File: src/rtl/ps2_scancode_receiver_if.sv
// ps2_scancode_receiver_if
//   Bundle between the PS/2 pins/event consumer and ps2_scancode_receiver.
//   ps2clk_in, ps2data_in : raw asynchronous PS/2 pin levels (into receiver)
//   scan_received         : one-cycle strobe, scan/extended/released valid
//   scan, extended, released : last key event, held until the next one
//   frame_error           : one-cycle strobe on bad frame or timeout abort
//   busy                  : frame in progress
//   state_dbg             : current frame FSM state, for observation only
// Handshake: scan_received and frame_error are single-cycle strobes with no
// back-pressure; the consumer must take the event on the cycle the strobe
// is high, while scan/extended/released stay stable until the next strobe.
interface ps2_scancode_receiver_if;
   logic       ps2clk_in;
   logic       ps2data_in;
   logic       scan_received;
   logic [7:0] scan;
   logic       extended;
   logic       released;
   logic       frame_error;
   logic       busy;
   logic [1:0] state_dbg;

   modport master (
      output ps2clk_in, ps2data_in,
      input  scan_received, scan, extended, released, frame_error, busy, state_dbg
   );

   modport slave (
      input  ps2clk_in, ps2data_in,
      output scan_received, scan, extended, released, frame_error, busy, state_dbg
   );
endinterface

File: src/rtl/ps2_scancode_receiver.sv
// ps2_scancode_receiver
//   Synchronises and deglitches the PS/2 clock/data pins, deserialises
//   11-bit frames, checks start/parity/stop, folds E0/F0 prefixes into the
//   extended/released flags and emits one strobe per qualified key event.
//   clk, rst : system clock, synchronous active-high reset
//   bus      : ps2_scancode_receiver_if.slave (pins in, event outputs out)
module ps2_scancode_receiver #(
   parameter int FILTER_LEN     = 8,
   parameter int TIMEOUT_CYCLES = 20000,
   parameter int TO_W           = 16
) (
   input  logic clk,
   input  logic rst,
   ps2_scancode_receiver_if.slave bus
);

   typedef enum logic [1:0] {IDLE, RECV, CHECK, DECODE} state_t;

   localparam logic [3:0]      FILT_MAX = 4'(FILTER_LEN - 1);
   localparam logic [TO_W-1:0] TO_MAX   = TO_W'(TIMEOUT_CYCLES - 1);

   state_t          state, state_nxt;
   logic [1:0]      clk_sync, data_sync;
   logic            clk_filt, data_filt, clk_filt_q;
   logic [3:0]      clk_cnt, data_cnt;
   logic [3:0]      bitcnt;
   logic [9:0]      sr;
   logic [TO_W-1:0] to_cnt;
   logic            ext_flag, rel_flag;
   logic            scan_received_r, frame_error_r, extended_r, released_r;
   logic [7:0]      scan_r;

   logic            fe, timeout, frame_ok, is_prefix, is_resp;
   logic [7:0]      rx_byte;

   // Synchroniser and filter: a line only changes level after FILTER_LEN
   // consecutive synchronised samples disagree with the current level.
   always_ff @(posedge clk) begin
      if (rst) begin
         clk_sync   <= 2'b11;
         data_sync  <= 2'b11;
         clk_filt   <= 1'b1;
         data_filt  <= 1'b1;
         clk_filt_q <= 1'b1;
         clk_cnt    <= '0;
         data_cnt   <= '0;
      end else begin
         clk_sync   <= {clk_sync[0], bus.ps2clk_in};
         data_sync  <= {data_sync[0], bus.ps2data_in};
         clk_filt_q <= clk_filt;

         if (clk_sync[1] == clk_filt) begin
            clk_cnt <= '0;
         end else if (clk_cnt == FILT_MAX) begin
            clk_filt <= clk_sync[1];
            clk_cnt  <= '0;
         end else begin
            clk_cnt <= clk_cnt + 4'd1;
         end

         if (data_sync[1] == data_filt) begin
            data_cnt <= '0;
         end else if (data_cnt == FILT_MAX) begin
            data_filt <= data_sync[1];
            data_cnt  <= '0;
         end else begin
            data_cnt <= data_cnt + 4'd1;
         end
      end
   end

   assign fe       = clk_filt_q & ~clk_filt;
   // Timeout only fires on a cycle without a falling edge, so an edge that
   // arrives exactly at the limit still counts as a live bit.
   assign timeout  = (state == RECV) && !fe && (to_cnt == TO_MAX);
   // After ten shifts: sr[7:0] data, sr[8] parity, sr[9] stop.
   assign rx_byte  = sr[7:0];
   assign frame_ok = (^sr[8:0]) & sr[9];
   assign is_prefix = (rx_byte == 8'hE0) || (rx_byte == 8'hF0);
   assign is_resp   = rx_byte inside {8'h00, 8'hAA, 8'hEE, 8'hFA, 8'hFC, 8'hFE, 8'hFF};

   always_ff @(posedge clk) begin
      if (rst) state <= IDLE;
      else     state <= state_nxt;
   end

   always_comb begin
      state_nxt = state;
      case (state)
         IDLE:    if (fe && !data_filt) state_nxt = RECV;
         RECV: begin
            if (timeout)                       state_nxt = IDLE;
            else if (fe && bitcnt == 4'd10)    state_nxt = CHECK;
         end
         CHECK:   state_nxt = frame_ok ? DECODE : IDLE;
         DECODE:  state_nxt = IDLE;
         default: state_nxt = IDLE;
      endcase
   end

   // Datapath. The event outputs are loaded on the CHECK->DECODE edge so the
   // strobe is visible during DECODE, two cycles after the stop-bit edge;
   // prefix flags are updated in DECODE itself.
   always_ff @(posedge clk) begin
      if (rst) begin
         bitcnt          <= '0;
         sr              <= '0;
         to_cnt          <= '0;
         ext_flag        <= 1'b0;
         rel_flag        <= 1'b0;
         scan_received_r <= 1'b0;
         frame_error_r   <= 1'b0;
         scan_r          <= 8'h00;
         extended_r      <= 1'b0;
         released_r      <= 1'b0;
      end else begin
         scan_received_r <= 1'b0;
         frame_error_r   <= 1'b0;
         case (state)
            IDLE: begin
               to_cnt <= '0;
               if (fe && !data_filt) begin
                  bitcnt <= 4'd1;
                  sr     <= '0;
               end
            end
            RECV: begin
               if (fe) begin
                  sr     <= {data_filt, sr[9:1]};
                  bitcnt <= bitcnt + 4'd1;
                  to_cnt <= '0;
               end else begin
                  to_cnt <= to_cnt + 1'b1;
               end
               if (timeout) begin
                  frame_error_r <= 1'b1;
                  ext_flag      <= 1'b0;
                  rel_flag      <= 1'b0;
               end
            end
            CHECK: begin
               if (!frame_ok) begin
                  frame_error_r <= 1'b1;
                  ext_flag      <= 1'b0;
                  rel_flag      <= 1'b0;
               end else if (!is_prefix && !is_resp) begin
                  scan_received_r <= 1'b1;
                  scan_r          <= rx_byte;
                  extended_r      <= ext_flag;
                  released_r      <= rel_flag;
               end
            end
            DECODE: begin
               if (rx_byte == 8'hE0) begin
                  ext_flag <= 1'b1;
               end else if (rx_byte == 8'hF0) begin
                  rel_flag <= 1'b1;
               end else begin
                  ext_flag <= 1'b0;
                  rel_flag <= 1'b0;
               end
            end
            default: ;
         endcase
      end
   end

   assign bus.scan_received = scan_received_r;
   assign bus.frame_error   = frame_error_r;
   assign bus.scan          = scan_r;
   assign bus.extended      = extended_r;
   assign bus.released      = released_r;
   assign bus.busy          = (state != IDLE);
   assign bus.state_dbg     = state;

endmodule

File: src/flat_wrapper.sv
// flat-port wrapper written by rule: the top's interface ports become plain ports
module ps2_scancode_receiver_flat 
#(
   parameter int FILTER_LEN     = 8,
   parameter int TIMEOUT_CYCLES = 20000,
   parameter int TO_W           = 16
)
  (clk, rst, bus_ps2clk_in, bus_ps2data_in, bus_scan_received, bus_scan, bus_extended, bus_released, bus_frame_error, bus_busy, bus_state_dbg);
  ps2_scancode_receiver_if bus_i ();
  input  logic clk;
  input  logic rst;
  input wire logic [$bits(bus_i.ps2clk_in)-1:0] bus_ps2clk_in;
  input wire logic [$bits(bus_i.ps2data_in)-1:0] bus_ps2data_in;
  output wire logic [$bits(bus_i.scan_received)-1:0] bus_scan_received;
  output wire logic [$bits(bus_i.scan)-1:0] bus_scan;
  output wire logic [$bits(bus_i.extended)-1:0] bus_extended;
  output wire logic [$bits(bus_i.released)-1:0] bus_released;
  output wire logic [$bits(bus_i.frame_error)-1:0] bus_frame_error;
  output wire logic [$bits(bus_i.busy)-1:0] bus_busy;
  output wire logic [$bits(bus_i.state_dbg)-1:0] bus_state_dbg;
  assign bus_i.ps2clk_in = bus_ps2clk_in;
  assign bus_i.ps2data_in = bus_ps2data_in;
  assign bus_scan_received = bus_i.scan_received;
  assign bus_scan = bus_i.scan;
  assign bus_extended = bus_i.extended;
  assign bus_released = bus_i.released;
  assign bus_frame_error = bus_i.frame_error;
  assign bus_busy = bus_i.busy;
  assign bus_state_dbg = bus_i.state_dbg;
  ps2_scancode_receiver #(.FILTER_LEN(FILTER_LEN), .TIMEOUT_CYCLES(TIMEOUT_CYCLES), .TO_W(TO_W)) u_core (.clk(clk), .rst(rst), .bus(bus_i));
endmodule
File: config.mk
export PLATFORM = sky130hd
export DESIGN_NAME = ps2_scancode_receiver_flat
export DESIGN_NICKNAME = d
export VERILOG_FILES = /design/src/rtl/ps2_scancode_receiver_if.sv /design/src/rtl/ps2_scancode_receiver.sv /design/src/flat_wrapper.sv
export SDC_FILE = /design/constraint.sdc
export NUM_CORES = 1
export LEC_CHECK = 0
export ABC_AREA = 1
export BUFFER_PORTS_ARGS = -buffer_cell sky130_fd_sc_hd__buf_2
export CORE_MARGIN = 1
export CORE_UTILIZATION = 25
export CTS_CLUSTER_SIZE = 16
export DETAILED_ROUTE_END_ITERATION = 6
export PLACE_DENSITY_LB_ADDON = 0.08
export SYNTH_ARGS = -nofsm -noshare
export SYNTH_HDL_FRONTEND = slang
export SYNTH_SLANG_ARGS = --single-unit
File: constraint.sdc
create_clock -name clk -period 1.6 [get_ports clk]
set_input_delay 0.08 -clock clk [delete_from_list [all_inputs] [get_ports clk]]
set_output_delay 0.08 -clock clk [all_outputs]
set_load 0.01 [all_outputs]
==> results.toml, run 1 <==
[run_status]
status = "complete, but fails checks"
violations = "setup timing"

[flow_run]
cap_violations = 0

[worst_setup_path]
path_class = "flip-flop to flip-flop"
cp-start-kind = "flip-flop"
arrival_ns = 1.93
worstPathRequired_ns = 1.83
worst_path_max_delay_cell = "dfxtp_2"
rr_worst_depth = 14
cp-end-kind = "flip-flop"
crit_path_max_fanout = 5
worst_path_largest_cell_delay_ns = 0.33
r2r-start = "u_core.sr[1]"
worstPathCellList = "inv_2 > ha_4 > inv_4 > nand2_2 > nand3_2 > nand2_1 > nand2_1 > nand2_2 > nand3_4 > nor2_4 > buf_6 > nand2_2 > nand2_2 > nor2_1"
r2r_slack_ns = -0.10
reg2reg_to = "u_core.bus.scan[6]"
cp_common_cell = "nand2_2"

[logic_synthesis]
synth.avg_cell_area_um2 = 7.49
synth_area_leaders = "dfxtp_1, nand2_1, ha_1"
syn-instance-count = 412
synth_warnings = 0
synth_largest_area_cell = "dfxtp_1"
ys_types = 36
async_flop_share_pct = 0
synth-seq-cells = 61
netlist_area_um2 = 3080
synth_flop_cell = "dfxtp_1"
yosysSeqAreaShare_pct = 39.6
synth_top_area_share_pct = 39.6
synth_edf_count = 0
synth_nets = 437

[timing]
skew_ns = 0.0104
final_hold_viol_count = 0
min_period_ns = 1.70
maxSlewViolCount = 0
tightest_slew_ns = 0.432
fmax_ghz = 0.588
slew_headroom_pct = 70.9
worst_slack_ns = -0.100
rsz0062_at_grt = "yes"
whs_ns = 0.0435
timing.final.crit_share_pct = 106
final-setup-viol-count = 14

[global_routing]
antenna_found_initial = 0
grtUsageTotal_pct = 13.0
grt_pass1_wl_mm = 12.9
grt_max_degree = 27
grt_pass1_vias = 2671
grt_overflow = 0

[route]
viasPerCell = 4.44
dr.pass1.iters = 4
wl_per_cell_um = 12.4
drt_iter0_drc = 124
ant_nets = 0
drc = 0
vias = 2825
totalWireLength_mm = 7.89

[layout]
postLayoutCoreUtil_pct = 35.4
mostFrequentLayoutCells = "nand2_1, dfxtp_1, buf_4"
layout_commonest_cell = "nand2_1"
syn_to_final_growth_pct = 38.1
instances_no_fill = 636
n_antenna_cell = 0
fin_nets = 509
drive_gt1_share_pct = 36.4

[hold_path]
whs_path_depth = 3
whs_endpoint = "u_core.data_filt"
hold_class = "input port to flip-flop"
min_from = "rst"

[floorplan]
boundaryPins = 19
die_y_um = 113
die-area_um2 = 12800
core_um2 = 12000
die_w_um = 113
start_util_pct = 25.7
placementRows = 40

[cts]
cts_tree = "built"
h-tree-depth = 3
numCtsBuffers = 9
clock_sinks = 61
clk_pin_slew_ns = 0.06
clockBufferDepth = 2
insertion_delay_ns = 0.33
root_buffer = "clkbuf_16"

[power_and_ir_drop]
p_leak_nw = 1.76
ir_worst_vdd_uv = 460
p_per_area_nw_per_um2 = 1260

[placement]
gp_congestion = 0.781
dpl.hpwl_mm = 5.38
pre_cts_ws_ns = -0.157
numPortBuffers = 18
dp_cells = 611
==> per-stage QoR <==
| stage | area, um2 | power, W | TNS (ns) |
|---|---|---|---|
| detailed placement | 3710 | 0.00316 | -1.70 |
| global route | 4260 | 0.00571 | -2.77 |
| finish | 4260 | 0.00538 | -0.958 |
| CTS | 4180 | 0.00521 | -1.21 |
| global placement | 3710 | 0.00316 | -1.42 |
| floorplan | 3130 | 0.00259 | -0.200 |
==> routing by layer <==
layer	share of wire [%]	global-route usage (%)
met1	52	17.3
met2	44	20.4
met3	2.7	3.27
met4	0.99	4.47
met5	0	0
==> timing repair <==
action | CTS | global route
resized for setup | 23 | 36
pin swaps | 8 | 14
endpoints found under the hold margin | 2 | 0
buffers inserted | 5 | 2
gates cloned | 2 | 1
endpoints found under the setup margin | 16 | 38
hold buffers | 2 | 0
==> cells by family after synthesis <==
family | count (synthesis) | share of synthesized area [%]
AOI/OAI and AO/OA | 70 | 14.9
buffers and inverters | 61 | 8.11
xor gates and xnor gates | 5 | 1.42
and+or+nand+nor | 194 | 27.4
DFF | 61 | 39.6
adders and majority gates | 21 | 8.52
==> synthesized netlist by cell type (6+ instances only) <==
cell type,instances
inv_1,46
o21ai_0,13
dfxtp_1,61
ha_1,21
a21oi_1,34
clkbuf_1,7
or2_2,6
nand4_1,6
a211oi_2,8
nor2_1,47
nand2_1,96
nand3_1,21
==> cell type report <==
class / instances / area [um2]
Timing Repair Buffer: 74 / 557
Fill cell: 1308 / 7750
Tap cell: 147 / 184
Clock inverter: 7 / 51.3
Inverter: 48 / 183
Multi-Input combinational cell: 290 / 1820
Clock buffer: 9 / 225
Sequential cell: 61 / 1240
==> critical path, delay by kind of cell, from the launching register on <==
family	cells	cell delay (ns)
buf+inv	3	0.24
simple gates	10	0.75
fa+ha+maj	1	0.28
flops	1	0.33
==> flip-flops by register name, indices dropped and copies added (netlist names) <==
signal / count
u_core.bus.state_dbg: 2
u_core.bus.scan_received: 1
u_core.ext_flag: 1
u_core.bus.released: 1
u_core.clk_sync: 2
u_core.sr: 10
u_core.bus.scan: 8
u_core.data_cnt: 4
u_core.bus.frame_error: 1
u_core.data_filt: 1
u_core.to_cnt: 16
u_core.rel_flag: 1
u_core.clk_cnt: 4
u_core.bitcnt: 4
u_core.data_sync: 2
u_core.clk_filt: 1
u_core.clk_filt_q: 1
u_core.bus.extended: 1
==> worst max-delay path by stage <==
stage                                    end  cells after the start         start
final                     u_core.bus.scan[6]                     14  u_core.sr[1]
after global routing      u_core.bus.scan[6]                     14  u_core.sr[1]
after CTS                 u_core.bus.scan[6]                     12  u_core.sr[7]
after detailed placement  u_core.bus.scan[0]                     14  u_core.sr[0]
after global placement    u_core.bus.scan[4]                     14  u_core.sr[0]
after floorplan           u_core.bus.scan[6]                     14  u_core.sr[3]
==> power by group <==
| group | internal (W) | total [W] | leakage, nW | switching [W] |
|---|---|---|---|---|
| Sequential | 0.00163 | 0.00171 | 0.499 | 0.0000759 |
| Combinational | 0.000882 | 0.00186 | 1.13 | 0.000980 |
| Clock | 0.00105 | 0.00181 | 0.132 | 0.000754 |
| Total | 0.00357 | 0.00538 | 1.76 | 0.00181 |
Power figures use the tool's default switching activity.
==> run 2, diff against run 1 <==
Clock period 1.6 ns to 1.8 ns, I/O delays scaled along.
==> results.toml, run 2 (synthesis results as in run 1) <==
[run_status]
status = "finished, final reports clean"

[worst_setup_path]
arrival_ns = 1.99
cp-end-kind = "flip-flop"
cp_common_cell = "nand2_1"
worst_path_max_delay_cell = "dfxtp_2"
path_class = "flip-flop to flip-flop"
worst_path_largest_cell_delay_ns = 0.33
worstPathRequired_ns = 2.03
cp-start-kind = "flip-flop"
crit_path_max_fanout = 5
worstPathCellList = "inv_2 > ha_4 > inv_4 > nand2_2 > nand3_2 > nand2_1 > nand2_1 > nand2_2 > nand3_4 > nor2_4 > buf_12 > buf_16 > nand2_1 > nand2_1 > nor2_1"

[placement]
dpl_cell_area_um2 = 3500
numPortBuffers = 18
gp_congestion = 0.755
dpl.hpwl_mm = 5.14

[floorplan]
boundaryPins = 19
die_w_um = 113
core_um2 = 12000
die_y_um = 113
start_util_pct = 25.7
die-area_um2 = 12800
placementRows = 40

[power_and_ir_drop]
p_leak_nw = 1.63
p_sw_share_pct = 32.0
power_frac_comb_pct = 29.2
p_per_area_nw_per_um2 = 1080
intPower_w = 0.00293
ir_worst_vdd_uv = 355
power_frac_seq_pct = 35.1
switchingPower_w = 0.00138
pwr-share-clk_pct = 35.6
power_w = 0.00431

[timing]
maxSlewViolCount = 0
rsz0062_at_grt = "yes"
min_period_ns = 1.75
tightest_slew_ns = 0.486
fmax_ghz = 0.570
tns_ns = 0
slew_headroom_pct = 67.3
whs_ns = 0.00838
skew_ns = 0.00940
final_hold_viol_count = 0
final-setup-viol-count = 0
timing.final.crit_share_pct = 97.4

[layout]
largest_reg_flops = 16
layout.filler_cells = 1264
drive_gt1_share_pct = 26.8
fin_nets = 484
top_register = "u_core.to_cnt"
syn_to_final_growth_pct = 29.4
layout_commonest_cell = "nand2_1"
n_antenna_cell = 0
fin_area_um2 = 3990
mostFrequentLayoutCells = "nand2_1, dfxtp_1, nor2_1"

[cts]
numCtsBuffers = 9
clk_pin_slew_ns = 0.05
insertion_delay_ns = 0.34
cts_tree = "built"
h-tree-depth = 3
clock_sinks = 61
root_buffer = "clkbuf_16"
clockBufferDepth = 2

[route]
drt_iter0_drc = 106
viasPerCell = 4.41
wl_per_cell_um = 12.0
dr.pass1.iters = 4
totalWireLength_mm = 7.32
drc = 0
vias = 2693
ant_nets = 0

[global_routing]
grt_max_degree = 27
grt_pass1_vias = 2583
grt_overflow = 0
grtUsageTotal_pct = 12.9
antenna_found_initial = 0
grt_pass1_wl_mm = 12.6

[hold_path]
hold_class = "input port to flip-flop"

[flow_run]
cap_violations = 0
[run 2: area by class of cell]
type / instances / area (um2) / share of cell area (%)
inverter: 48 / 183 / 4.58
clock buffer: 13 / 250 / 6.27
sequential: 61 / 1230 / 30.8
clock inverter: 2 / 10.0 / 0.251
timing repair buffer: 49 / 400 / 10.0
tap: 147 / 184 / 4.61
multi-input combinational: 290 / 1730 / 43.4
[run 2: stage by stage]
| stage | util [%] | setup slack, ns | std cells |
|---|---|---|---|
| floorplan | - | 0.112 | 412 |
| global placement | 29.1 | 0.0367 | 589 |
| detailed placement | 29.1 | 0.00102 | 589 |
| CTS | 32.7 | 0.00188 | 610 |
| global route | 33.2 | -0.0734 | 610 |
| finish | 33.2 | 0.0461 | 610 |
[run 2: critical path: cells and delay by family (launching register included)]
family / cells / cell delay [ns]
flip-flops: 1 / 0.33
buffers and inverters: 4 / 0.32
adder cells (fa/ha/maj): 1 / 0.29
AND/OR/NAND/NOR: 10 / 0.72
[run 2: timing repair]
item,4_1_cts,5_1_grt
setup buffers,2,1
endpoints found under the setup margin,5,19
pin swaps,4,17
cloned,2,0
hold endpoints to repair,2,0
hold buffers,2,0
gates resized for setup,17,31
[run 2: power by group through the flow]
stage | Sequential [W] | Combinational [W] | Clock (W)
finish | 0.00152 | 0.00126 | 0.00154
global route | 0.00153 | 0.00143 | 0.00167
CTS | 0.00151 | 0.00119 | 0.00161
detailed placement | 0.00153 | 0.00109 | 0
global placement | 0.00152 | 0.00110 | 0
floorplan | 0.00153 | 0.000721 | 0
[run 2: path summary, 6_finish.rpt]
path	from	end	slack (ns)	depth (start not counted)
worst max register to register	u_core.sr[1]	u_core.bus.scan[1]	0.05	15
worst max-delay path	u_core.sr[1]	u_core.bus.scan[1]	0.05	15
worst min-delay path	rst	u_core.data_sync[0]	0.008	2
worst min register to register	u_core.data_sync[0]	u_core.data_sync[1]	0.41	1
[run 2: layer usage]
layer  vias up  global-route usage (%)  part of all wire (%)
met4         0                    6.84                   2.3
li1       1429                       -                     -
met5         -                       0                     0
met3        14                    3.80                   4.1
met2        42                    19.3                    42
met1      1208                    16.6                    51
==> run 3, diff against run 2 <==
Settings changed: ABC_AREA 1 to default, CORE_UTILIZATION 25 to 54.
==> results.toml, run 3 <==
[layout]
fin_nets = 461
layout.filler_cells = 326
seq_area_um2 = 1240
largest_reg_flops = 16
mostFrequentLayoutCells = "buf_4, dfxtp_1, nor2_1"
layout_commonest_cell = "buf_4"
drive_gt1_share_pct = 39.9
postLayoutCoreUtil_pct = 80.1
instances_no_fill = 511
n_antenna_cell = 0
multiInputGateArea_um2 = 1930
syn_to_final_growth_pct = 39.6
top_register = "u_core.to_cnt"

[timing]
worst_slack_ns = -0.276
final_hold_viol_count = 0
tns_ns = -2.93
min_period_ns = 2.08
maxSlewViolCount = 0
final-setup-viol-count = 17
tightest_slew_ns = 0.762
rsz0062_at_grt = "yes"
slew_headroom_pct = 49.2
timing.final.crit_share_pct = 115
fmax_ghz = 0.482
skew_ns = 0.0146

[global_routing]
grt_pass1_vias = 2729
grt_overflow = 0
antenna_found_initial = 0
grt_pass1_wl_mm = 13.0
grt_max_degree = 40
grtUsageTotal_pct = 28.3

[placement]
numPortBuffers = 18
dp_cells = 486
gp_congestion = 0.788
dpl.hpwl_mm = 4.95

[route]
drt_iter0_drc = 184
ant_nets = 0
dr.pass1.iters = 5
viasPerCell = 5.79
totalWireLength_mm = 8.10
vias = 2961
drc = 0
wl_per_cell_um = 15.9

[floorplan]
placementRows = 26
start_util_pct = 57.4
die-area_um2 = 5870
die_y_um = 76.6
die_w_um = 76.6
core_um2 = 5240
boundaryPins = 19

[cts]
numCtsBuffers = 9
clk_pin_slew_ns = 0.07
insertion_delay_ns = 0.35
root_buffer = "clkbuf_8"
clock_sinks = 61
clockBufferDepth = 2
cts_tree = "built"
h-tree-depth = 3

[logic_synthesis]
synth_nets = 382
ys_types = 45
synth_area_leaders = "dfxtp_1, ha_1, nor2_1"
async_flop_share_pct = 0
synthAdderAreaFrac_pct = 8.74
synth_common_cells = "dfxtp_1, nor2_1, a21oi_1"
yosysSeqAreaShare_pct = 40.6
synth-seq-cells = 61
synth_edf_count = 0
synth_top_area_share_pct = 40.6
synth_top_family_by_area = "simple AND/OR/NAND/NOR gates"
synth_largest_area_cell = "dfxtp_1"
synthSimpleGateAreaFrac_pct = 21.9
synth_compound_area_share_pct = 18.5
netlist_area_um2 = 3010
syn-instance-count = 357
synth_flop_cell = "dfxtp_1"
synthXorXnorAreaFrac_pct = 3.66
synth.avg_cell_area_um2 = 8.42
synth_mux_area_share_pct = 1.37
synth_most_common_cell = "dfxtp_1"
synth_warnings = 0

[power_and_ir_drop]
ir_worst_vdd_uv = 880
pwr-share-clk_pct = 41.3
intPower_w = 0.00221
p_sw_share_pct = 27.8
p_leak_nw = 1.63
p_per_area_nw_per_um2 = 727
switchingPower_w = 0.000847
power_frac_seq_pct = 45.3
power_frac_comb_pct = 13.4

[worst_setup_path]
r2r_slack_ns = -0.28
arrival_ns = 2.34
reg2reg_to = "u_core.bus.scan[1]"
r2r-start = "u_core.sr[3]"
path_class = "flip-flop to flip-flop"
crit_path_max_fanout = 5
cp-end-kind = "flip-flop"
worstPathRequired_ns = 2.07
rr_worst_depth = 9
cp-start-kind = "flip-flop"

[run_status]
status = "complete, but fails checks"
violations = "setup timing"

[flow_run]
cap_violations = 0

[hold_path]
whs_endpoint = "u_core.to_cnt[1]"
whs_path_depth = 2
min_from = "rst"
hold_class = "input port to flip-flop"
==> run 3: cell count changes after synthesis, moves of 4 or more <==
cell	before	now
o21ai_0	13	22
a211oi_2	8	0
and3_1	0	6
a31oi_1	1	21
nand2b_1	0	4
nor2_1	47	41
nand3_2	4	0
clkbuf_1	7	17
a21oi_1	34	23
xnor2_1	0	7
nand2_1	96	16
or3_1	0	4
and2_1	0	4
inv_1	46	21
==> run 3: cell type report <==
| cell class | count | share of cell area [%] |
|---|---|---|
| well taps | 70 | 2.09 |
| clock buffers | 10 | 3.28 |
| inverters | 21 | 1.88 |
| repair buffers | 88 | 15.7 |
| multi-input cells | 255 | 45.9 |
| flip-flops and latches | 61 | 29.5 |
| clock inverters | 6 | 1.70 |
==> run 3: how the worst max path moves through the flow <==
| stage | from | to | slack, ns | depth (start not counted) |
|---|---|---|---|---|
| 3_5_place_dp | u_core.sr[1] | u_core.rel_flag | -0.20 | 7 |
| 3_3_place_gp | u_core.sr[1] | u_core.rel_flag | -0.17 | 7 |
| 6_report | u_core.sr[3] | u_core.bus.scan[1] | -0.28 | 9 |
| 2_1_floorplan | u_core.sr[1] | u_core.rel_flag | -0.20 | 7 |
| 5_1_grt | u_core.sr[3] | u_core.bus.scan[1] | -0.34 | 9 |
| 4_1_cts | u_core.sr[1] | u_core.rel_flag | -0.18 | 7 |
==> run 3: cells by family (layout without fill, tap and decap cells) <==
group,after synthesis,after routing
compound gates,89,89
xor+xnor,11,11
fa+ha+maj,21,21
buf+inv,41,125
flops,61,61
mux,4,4
simple gates,130,130
==> run 3: layer usage <==
metal	share of wire [%]	wire length (um)	global-route usage (%)	vias up
li1	-	-	-	1437
met5	0	0	0	-
met4	1.5	123	10.4	0
met3	5.8	467	7.90	12
met2	49	4000	48.0	105
met1	43	3520	34.1	1407
==> run 3: worst max-delay path: stages (launching register included) <==
cell     delay, ns
dfxtp_2       0.34
inv_2         0.05
ha_4          0.23
xnor3_1       0.37
xnor2_2       0.23
buf_4         0.18
and3_4        0.23
buf_6         0.14
nand3_2       0.09
a21oi_2       0.15
==> run 3: stage by stage <==
stage | instance area [um2] | setup WS, ns | hold WS [ns] | power [W]
final | 4200 | -0.276 | 0.301 | 0.00305
after detailed placement | 3640 | -0.203 | 0.281 | 0.00178
after global placement | 3640 | -0.172 | 0.274 | 0.00177
after CTS | 4030 | -0.184 | 0.258 | 0.00305
after floorplan | 3090 | -0.195 | 0.194 | 0.00165
after global routing | 4200 | -0.343 | 0.327 | 0.00317
==> run 3: power groups by stage <==
| stage | logic [W] | clock network [W] | registers [W] |
|---|---|---|---|
| CTS | 0.000382 | 0.00129 | 0.00138 |
| finish | 0.000408 | 0.00126 | 0.00138 |
| global placement | 0.000361 | 0 | 0.00141 |
| detailed placement | 0.000368 | 0 | 0.00141 |
| floorplan | 0.000238 | 0 | 0.00142 |
| global route | 0.000440 | 0.00135 | 0.00139 |
==> run 3: what timing repair did <==
action / in CTS / in global routing
cloned: 3 / 0
gates resized for setup: 45 / 39
hold buffers: 2 / 0
buffers inserted: 1 / 3
pin swaps: 14 / 27
setup endpoints to repair: 24 / 35
hold endpoints to repair: 2 / 0
